===== config.mk =====
export PLATFORM = sky130hd
export DESIGN_NAME = id_ex_pipe_reg
export DESIGN_NICKNAME = d
export VERILOG_FILES = /design/src/rtl/id_ex_pipe_reg.sv
export SDC_FILE = /design/constraint.sdc
export NUM_CORES = 1
export LEC_CHECK = 0
export CAP_MARGIN = 15
export CORE_AREA = 2 2 236 238
export CTS_CLUSTER_SIZE = 10
export DETAILED_ROUTE_END_ITERATION = 10
export DIE_AREA = 0 0 238 240
export HOLD_SLACK_MARGIN = 0.08
export MAX_ROUTING_LAYER = met4
export PLACE_DENSITY = 0.6
export REMOVE_ABC_BUFFERS = 1
export SKIP_CTS_REPAIR_TIMING = 1
export SYNTH_ARGS = -nofsm -noshare
export SYNTH_HDL_FRONTEND = slang
export SYNTH_SLANG_ARGS = --single-unit

===== constraint.sdc =====
create_clock -name clk -period 13.4 [get_ports clk]
set_input_delay 2.68 -clock clk [delete_from_list [all_inputs] [get_ports clk]]
set_output_delay 2.68 -clock clk [all_outputs]
set_load 0.01 [all_outputs]

===== src/rtl/id_ex_pipe_reg.sv =====
// ID/EX pipeline register: latches decode operands and control bundles for EX,
// detects load-use hazards, inserts bubbles on hazard/flush and counts them.
module id_ex_pipe_reg #(
  parameter int XLEN  = 64,
  parameter int PC_W  = 64,
  parameter int CNT_W = 32
) (
  input  logic              clk,
  input  logic              rst,
  input  logic              stall_i,
  input  logic              flush_i,
  input  logic              id_valid,
  input  logic [PC_W-1:0]   id_pc,
  input  logic [XLEN-1:0]   id_rs1_data,
  input  logic [XLEN-1:0]   id_rs2_data,
  input  logic [XLEN-1:0]   id_imm,
  input  logic [4:0]        id_rs1,
  input  logic [4:0]        id_rs2,
  input  logic              id_uses_rs1,
  input  logic              id_uses_rs2,
  input  logic [4:0]        id_rd,
  input  logic [4:0]        id_ex,
  input  logic [2:0]        id_m,
  input  logic [2:0]        id_wb,
  output logic              ex_valid,
  output logic [PC_W-1:0]   ex_pc,
  output logic [XLEN-1:0]   ex_rs1_data,
  output logic [XLEN-1:0]   ex_rs2_data,
  output logic [XLEN-1:0]   ex_imm,
  output logic [4:0]        ex_rs1,
  output logic [4:0]        ex_rs2,
  output logic [4:0]        ex_rd,
  output logic [4:0]        ex_ctrl_ex,
  output logic [2:0]        ex_ctrl_m,
  output logic [2:0]        ex_ctrl_wb,
  output logic              load_use_stall,
  output logic              if_id_hold,
  output logic [CNT_W-1:0]  bubble_cnt
);

  logic              r_valid;
  logic [PC_W-1:0]   r_pc;
  logic [XLEN-1:0]   r_rs1_data;
  logic [XLEN-1:0]   r_rs2_data;
  logic [XLEN-1:0]   r_imm;
  logic [4:0]        r_rs1;
  logic [4:0]        r_rs2;
  logic [4:0]        r_rd;
  logic [4:0]        r_ctrl_ex;
  logic [2:0]        r_ctrl_m;
  logic [2:0]        r_ctrl_wb;
  logic [CNT_W-1:0]  r_bubble_cnt;

  logic              w_ex_is_load;
  logic              w_rs1_match;
  logic              w_rs2_match;
  logic              w_load_use;
  logic              w_bubble;
  logic              w_cnt_sat;

  // A load in EX is reg_write with mem_to_reg selecting memory data (2'b11).
  assign w_ex_is_load = r_valid & r_ctrl_wb[2] & (r_ctrl_wb[1:0] == 2'b11) & (r_rd != 5'd0);
  assign w_rs1_match  = id_uses_rs1 & (id_rs1 == r_rd);
  assign w_rs2_match  = id_uses_rs2 & (id_rs2 == r_rd);
  assign w_load_use   = w_ex_is_load & id_valid & (w_rs1_match | w_rs2_match);

  // stall_i freezes everything, so a bubble only lands when the register advances.
  assign w_bubble  = ~stall_i & (flush_i | w_load_use);
  assign w_cnt_sat = &r_bubble_cnt;

  always_ff @(posedge clk or posedge rst) begin
    if (rst) begin
      r_valid    <= 1'b0;
      r_pc       <= '0;
      r_rs1_data <= '0;
      r_rs2_data <= '0;
      r_imm      <= '0;
      r_rs1      <= '0;
      r_rs2      <= '0;
      r_rd       <= '0;
      r_ctrl_ex  <= '0;
      r_ctrl_m   <= '0;
      r_ctrl_wb  <= '0;
    end else if (!stall_i) begin
      if (w_bubble) begin
        r_valid    <= 1'b0;
        r_pc       <= '0;
        r_rs1_data <= '0;
        r_rs2_data <= '0;
        r_imm      <= '0;
        r_rs1      <= '0;
        r_rs2      <= '0;
        r_rd       <= '0;
        r_ctrl_ex  <= '0;
        r_ctrl_m   <= '0;
        r_ctrl_wb  <= '0;
      end else begin
        r_valid    <= id_valid;
        r_pc       <= id_pc;
        r_rs1_data <= id_rs1_data;
        r_rs2_data <= id_rs2_data;
        r_imm      <= id_imm;
        r_rs1      <= id_rs1;
        r_rs2      <= id_rs2;
        r_rd       <= id_rd;
        // An empty ID slot must never carry side-effecting control into EX.
        r_ctrl_ex  <= id_valid ? id_ex : 5'd0;
        r_ctrl_m   <= id_valid ? id_m  : 3'd0;
        r_ctrl_wb  <= id_valid ? id_wb : 3'd0;
      end
    end
  end

  always_ff @(posedge clk or posedge rst) begin
    if (rst) begin
      r_bubble_cnt <= '0;
    end else if (w_bubble && !w_cnt_sat) begin
      r_bubble_cnt <= r_bubble_cnt + 1'b1;
    end
  end

  assign ex_valid       = r_valid;
  assign ex_pc          = r_pc;
  assign ex_rs1_data    = r_rs1_data;
  assign ex_rs2_data    = r_rs2_data;
  assign ex_imm         = r_imm;
  assign ex_rs1         = r_rs1;
  assign ex_rs2         = r_rs2;
  assign ex_rd          = r_rd;
  assign ex_ctrl_ex     = r_ctrl_ex;
  assign ex_ctrl_m      = r_ctrl_m;
  assign ex_ctrl_wb     = r_ctrl_wb;
  assign load_use_stall = w_load_use;
  assign if_id_hold     = stall_i | w_load_use;
  assign bubble_cnt     = r_bubble_cnt;

endmodule


==> parameters.txt, run 1 <==
Parameter                              Value

Status
  Outcome ... finished clean

Floorplan
  Placeable Area ... approximately 0.055 mm^2
  Die Outline Area ... roughly 0.057 mm^2
  Number of rows created at floorplan ... 86
  Starting Density ... 0.225
  Die extent in y ... between 200 and 250 um
  I/O pin count ... between 600 and 700
  Die outline width ... between 200 and 250 um

Critical path
  Critical setup path kind ... input pin to output pin
  Worst setup path startpoint ... id_rs2[2]
  Max stage delay on crit path ... 0.53 ns
  Critical-path cell with the highest stage delay ... sky130_fd_sc_hd__clkdlybuf4s50_1
  Worst Path Max Fanout ... 3
  Crit-path most repeated cell ... sky130_fd_sc_hd__clkdlybuf4s50_1
  Crit path DAT ... roughly 4.7 ns
  Reg-to-reg endpoint ... ex_pc[25]
  Endpoint of the most critical setup path ... if_id_hold
  Req. time, crit path ... around 11 ns
  Nature of the critical path endpoint ... output pin
  CP startpoint kind ... input pin
  Length in cells of the worst reg-to-reg path ... 6
  Reg2reg setup slack ... around 10 ns
  Cell-by-cell listing of the critical path ... clkdlybuf4s50_1 > xnor2_1 > nand4_1 > o22ai_1 > and2_1 > or2_2 > clkdlybuf4s50_1
  FF-to-FF Start ... ex_rd[1]

Finish
  Final core occ ... 0.370
  Final net count ... roughly 1800
  Commonest cells after routing, fill and taps aside ... sky130_fd_sc_hd__clkdlybuf4s50_1 (604), sky130_fd_sc_hd__dfrtp_1 (315), sky130_fd_sc_hd__nor2_1 (168)
  Most common cell after layout, fill and taps aside ... sky130_fd_sc_hd__clkdlybuf4s50_1
  Share of post-route cells with drive strength above 1 ... 0.0424
  Area Growth Syn to Fin ... 64.1%
  Post-Layout Cell Count ... roughly 2300

Clock tree
  CTS tree ... yes
  Clock-pin slew on the worst setup and hold paths ... 0.05 ns
  Clock Latency Late Sink ... around 0.54 ns
  Total number of clock tree sinks ... about 320
  TritonCTS Buffers ... 39
  H-tree Lvls ... 2
  Clock Path Buffers ... 3
  CTS root buffer ... sky130_fd_sc_hd__clkbuf_16

Timing
  Normalized max-slew margin ... 0.264
  Worst Tran Pin Value ... 1.10 ns
  Number of max-slew violations in the final report ... 0
  Final Cycle Share ... 0.549
  Count of endpoints failing setup in the final report ... 0
  Minimum period implied by the final worst setup slack ... approximately 7.4 ns
  Timing-limited maximum frequency ... ~0.14 GHz
  Final WS setup ... a little over 6 ns
  Worst-case clock skew ... 0.00692 ns
  RSZ-0062 raised after global routing ... false
  Final hold viol count ... 0
  Setup total negative slack ... 0 ns

Global routing
  Wire length of the first global-routing pass ... ~66 mm
  Via count of the first global-routing pass ... ~11000
  Pin count of the biggest net entering global routing ... about 120
  Number of antenna violations at the first check in global routing ... 7
  Leftover overflow at the end of global routing ... 0
  Global-route usage over all layers ... 0.156

Place
  Placement-stage worst setup slack ... 6.11 ns
  DP Wirelength ... 33.0 mm
  RD Place Congestion ... approximately 0.88
  Port-buffer cells ... 605
  Placed instance count ... around 2200

Hold path
  Min-Delay Path Class ... flip-flop to flip-flop

Synth
  Library cells used by synthesis ... 32
  Fraction of post-synthesis cell area in the top cell type by area ... 0.640
  Summed instance area of the synthesized netlist ... about 0.012 mm^2
  Largest cells by area after synthesis ... sky130_fd_sc_hd__dfrtp_1 (64%), sky130_fd_sc_hd__mux2i_1 (13%), sky130_fd_sc_hd__a22o_1 (8.5%), sky130_fd_sc_hd__nor2_1 (5.1%), sky130_fd_sc_hd__xnor2_1 (2.8%)
  Share of synthesized registers carrying an async set or reset ... 1.00
  Syn Area/Cell ... 13.0 um^2
  Main synth FF type ... sky130_fd_sc_hd__dfrtp_1
  Cell accounting for the most synthesized area ... sky130_fd_sc_hd__dfrtp_1
  Sequential share of the synthesized area ... 0.640
  Yosys synthesis warning count ... 0
  Post-Synthesis Cells ... between 900 and 1000
  Number of enable-type register cells in the synthesized netlist ... 0
  Synth Register Bits ... around 320

Route
  Met1 Routed Length ... about 17 mm
  Routed length on met3 ... 4.21 mm
  Count of unresolved DRC violations after routing ... 0
  Met2 WL ... 22.1 mm
  Initial DRC count ... about 440
  Number of routed nets with antenna violations ... 0
  Via density ... between 4 and 5
  Length of the first detailed-routing pass in iterations ... 4
  Wire length after detailed routing ... roughly 45 mm
  Routed wire length per instance ... between 15 and 20 um
  Top metal layer carrying routed signals ... met4
  Routed via count ... a little under 10000

Power and ir drop
  Leak Pwr ... ~9.0 nW
  VDD IR max ... 0.000102 V
  Power density over the cells ... between 100 and 150 mW/mm^2

Flow run
  # Max-Cap Violations ... 0
critical path: cells and delay by family:
family	cells	cell delay, ns
compound gates	1	0.25
simple gates	3	0.55
xor+xnor	1	0.14
buf+inv	2	1.04
Yosys cell counts (all sizes together), types with 2 or more instances:
master and n:
a22o 120, and2 4, and3 8, and4 3, buf 18, clkbuf 47
dfrtp 315, inv 5, mux2i 163, nand2 11, nand3 16, nand4 16
nor2 168, nor2b 2, nor3 2, nor4 2, xnor2 40
state kept, by name (all words and copies together) (netlist names):
name         cells
bubble_cnt      32
ex_rs1           5
ex_ctrl_ex       5
ex_ctrl_m        3
ex_valid         1
ex_rd            5
ex_pc           64
ex_ctrl_wb       3
ex_imm          64
ex_rs2_data     64
ex_rs1_data     64
ex_rs2           5
where the power goes:
part | internal, mW | switching (mW) | total [mW]
Combinational | 0.277 | 0.200 | 0.477
Sequential | 1.03 | 0.0577 | 1.09
Clock | 0.578 | 0.396 | 0.974
Total | 1.89 | 0.654 | 2.54
per-stage QoR:
stage | power (mW) | area (um^2) | hold slack, ns
2_1_floorplan | 1.26 | 12000 | 0.519
3_3_place_gp | 1.58 | 19100 | 0.479
3_5_place_dp | 1.59 | 19100 | 0.491
4_1_cts | 2.59 | 20200 | 0.505
5_1_grt | 2.66 | 20200 | 0.516
6_report | 2.54 | 20200 | 0.503
cell type report:
type	count	area (um^2)
Inverter	5	26.3
Multi-Input combinational cell	565	4150
Fill cell	5345	34400
Clock inverter	4	45.0
Antenna cell	8	20.0
Timing Repair Buffer	615	6140
Sequential cell	315	7880
Clock buffer	51	1080
Tap cell	704	881
layer usage:
layer,GRT usage,vias up
met3,0.0583,72
met1,0.170,4910
met4,0.0563,0
met5,-,-
met2,0.263,411
li1,-,4517
cells by family (layout without fill, tap and decap cells):
family / after synthesis / in the layout / synth area share
AO/OA/AOI/OAI: 124 / 124 / 0.0885
adder cells (fa/ha/maj): 1 / 1 / 0.00102
multiplexers: 164 / 164 / 0.133
buffers and inverters: 70 / 675 / 0.0244
other: 0 / 8 / 0
flip-flops: 315 / 315 / 0.640
AND/OR/NAND/NOR: 235 / 235 / 0.0839
XOR/XNOR: 41 / 41 / 0.0291
worst min-delay path by stage:
stage,slack (ns),depth (start not counted),from,end
final,0.50,1,bubble_cnt[6],bubble_cnt[6]
after global routing,0.52,1,ex_imm[20],ex_imm[20]
after CTS,0.51,1,bubble_cnt[10],bubble_cnt[10]
after detailed placement,0.49,1,bubble_cnt[30],bubble_cnt[30]
after global placement,0.48,1,bubble_cnt[14],bubble_cnt[14]
after floorplan,0.52,1,bubble_cnt[6],bubble_cnt[6]
No activity file was read; power rests on OpenSTA's default activity.
==> run 2, diff against run 1 <==
==> constraint.sdc (replaced) <==
create_clock -name clk -period 6.85 [get_ports clk]
set_input_delay 1.37 -clock clk [delete_from_list [all_inputs] [get_ports clk]]
set_output_delay 1.37 -clock clk [all_outputs]
set_load 0.01 [all_outputs]
==> parameters.txt, run 2 (same netlist as run 1, synthesis figures left out) <==
Parameter                              Value

Critical path
  Crit path DAT ... 3.31 ns (-1.36 ns)
  Max stage delay on crit path ... 0.53 ns (about the same)
  Critical setup path kind ... input pin to output pin
  Worst Path Max Fanout ... 3 (unchanged)
  Length in cells of the worst reg-to-reg path ... 7 (+1)
  Nature of the critical path endpoint ... output pin
  CP startpoint kind ... input pin
  Critical-path cell with the highest stage delay ... sky130_fd_sc_hd__clkdlybuf4s50_1
  Cell-by-cell listing of the critical path ... clkdlybuf4s50_1 > xnor2_1 > nand4_1 > o22ai_1 > and2_1 > or2_2 > clkdlybuf4s50_1
  Req. time, crit path ... 5.48 ns (-5.24 ns)
  Crit-path most repeated cell ... sky130_fd_sc_hd__clkdlybuf4s50_1

Route
  Initial DRC count ... 369 (-17%)
  Wire length after detailed routing ... 44.9 mm (-0.33%)
  Length of the first detailed-routing pass in iterations ... 4 (unchanged)
  Via density ... 4.40 (+0.59%)
  Routed wire length per instance ... 19.9 um (-0.16%)
  Count of unresolved DRC violations after routing ... 0 (unchanged)
  Number of routed nets with antenna violations ... 0 (unchanged)
  Routed via count ... 9951 (+0.41%)

Floorplan
  Number of rows created at floorplan ... 86 (unchanged)
  Starting Density ... 0.225 (unchanged)
  Placeable Area ... 0.0547 mm^2 (unchanged)
  Die Outline Area ... 0.0571 mm^2 (unchanged)
  Die outline width ... 238 um (unchanged)
  Die extent in y ... 240 um (unchanged)
  I/O pin count ... 606 (unchanged)

Clock tree
  Clock-pin slew on the worst setup and hold paths ... 0.06 ns (about the same)
  H-tree Lvls ... 2 (unchanged)
  TritonCTS Buffers ... 38 (-2.6%)
  CTS tree ... yes
  Total number of clock tree sinks ... 315 (unchanged)
  Clock Latency Late Sink ... 0.54 ns (about the same)
  Clock Path Buffers ... 3 (unchanged)
  CTS root buffer ... sky130_fd_sc_hd__clkbuf_16

Timing
  RSZ-0062 raised after global routing ... false
  Timing-limited maximum frequency ... 0.214 GHz
  Normalized max-slew margin ... 0.358 (+0.0942)
  Number of max-slew violations in the final report ... 0 (unchanged)
  Count of endpoints failing setup in the final report ... 0 (unchanged)
  Worst Tran Pin Value ... 0.963 ns (-0.141 ns)
  Final Cycle Share ... 0.683
  Worst-case clock skew ... 0.00937 ns (+0.00245 ns)
  Final hold viol count ... 0 (unchanged)
  Minimum period implied by the final worst setup slack ... between 4 and 5 ns

Place
  Placed instance count ... 2203 (-0.045%)
  DP Wirelength ... 32.7 mm (-0.85%)
  Port-buffer cells ... 605 (unchanged)
  RD Place Congestion ... 0.873 (-1.1%)
  Placement Cell Area ... 0.0191 mm^2 (about the same)

Power and ir drop
  Leak Pwr ... 8.99 nW (-0.20%)
  VDD IR max ... 0.000143 V (+40%)
  Power density over the cells ... 244 mW/mm^2 (+94%)
  Overall Power ... 4.93 mW (+94%)

Flow run
  # Max-Cap Violations ... 0 (unchanged)

Hold path
  Number of cells on the worst hold path ... 1 (unchanged)
  Min-Delay Path Class ... flip-flop to flip-flop

Finish
  Most common cell after layout, fill and taps aside ... sky130_fd_sc_hd__clkdlybuf4s50_1
  Post-Layout Inst Area ... 0.0202 mm^2 (-0.11%)
  Share of post-route cells with drive strength above 1 ... 0.0393 (-0.00316)
  Final net count ... 1829 (-0.11%)
  Commonest cells after routing, fill and taps aside ... sky130_fd_sc_hd__clkdlybuf4s50_1 (604), sky130_fd_sc_hd__dfrtp_1 (315), sky130_fd_sc_hd__nor2_1 (168)
  Area Growth Syn to Fin ... 63.9%
  Post-Layout Cell Count ... 2263 (-0.18%)

Global routing
  Via count of the first global-routing pass ... 10500 (-0.28%)
  Wire length of the first global-routing pass ... 65.4 mm (-1.1%)
  Global-route usage over all layers ... 0.155 (-0.00148)
  Number of antenna violations at the first check in global routing ... 7 (unchanged)
  Pin count of the biggest net entering global routing ... 129 (+11%)
  Leftover overflow at the end of global routing ... 0 (unchanged)

Status
  Outcome ... finished clean
==> run 2: cell types whose count changed in the layout (fill, tap and decap cells not counted) <==
cell	previous run	this run
sky130_fd_sc_hd__buf_12	0	2
sky130_fd_sc_hd__buf_4	10	7
sky130_fd_sc_hd__bufinv_16	1	0
sky130_fd_sc_hd__clkbuf_1	8	11
sky130_fd_sc_hd__clkinv_2	3	0
sky130_fd_sc_hd__diode_2	8	6
==> run 2: layout make-up <==
type | count | area, um^2
antenna | 6 | 15.0
clock buffer | 54 | 1090
timing repair buffer | 614 | 6150
inverter | 5 | 26.3
fill | 5369 | 34500
sequential | 315 | 7880
tap | 704 | 881
multi-input combinational | 565 | 4150
==> run 2: layer usage <==
layer  routed length [um]  share of wire  track usage
met3                 4230          0.094       0.0580
met2                22200           0.49        0.261
met5                    0              0            -
met4                 1450          0.032       0.0576
met1                17000           0.38        0.167
==> run 2: worst paths after layout <==
kind / to / slack (ns) / from
worst max register to register: ex_imm[14] / 4.07 / ex_rd[1]
min in group asynchronous: ex_rs2_data[10] / 1.35 / rst
worst max-delay path: if_id_hold / 2.17 / id_rs2[0]
worst min register to register: bubble_cnt[23] / 0.50 / bubble_cnt[23]
worst min-delay path: bubble_cnt[23] / 0.50 / bubble_cnt[23]
max in group asynchronous: ex_rs2_data[46] / 4.12 / rst
==> run 2: worst max-delay path, delay by kind of cell <==
family                 cells  cell delay, ns
AO/OA/AOI/OAI              1            0.23
XOR/XNOR                   1            0.13
buffers and inverters      2            1.03
AND/OR/NAND/NOR            3            0.54
==> run 2: report_power, final <==
part / switching, mW / internal, mW
clock network: 0.764 / 1.09
logic: 0.389 / 0.544
registers: 0.114 / 2.02
==> run 2: metrics by stage <==
step / setup WS [ns] / setup TNS (ns) / hold slack, ns / utilization
2_1_floorplan: -3.23 / -1018.87 / 0.519 / -
3_5_place_dp: 2.18 / 0 / 0.480 / 0.349
3_3_place_gp: 2.15 / 0 / 0.480 / 0.349
4_1_cts: 2.18 / 0 / 0.495 / 0.369
5_1_grt: 2.08 / 0 / 0.519 / 0.370
6_report: 2.17 / 0 / 0.497 / 0.370
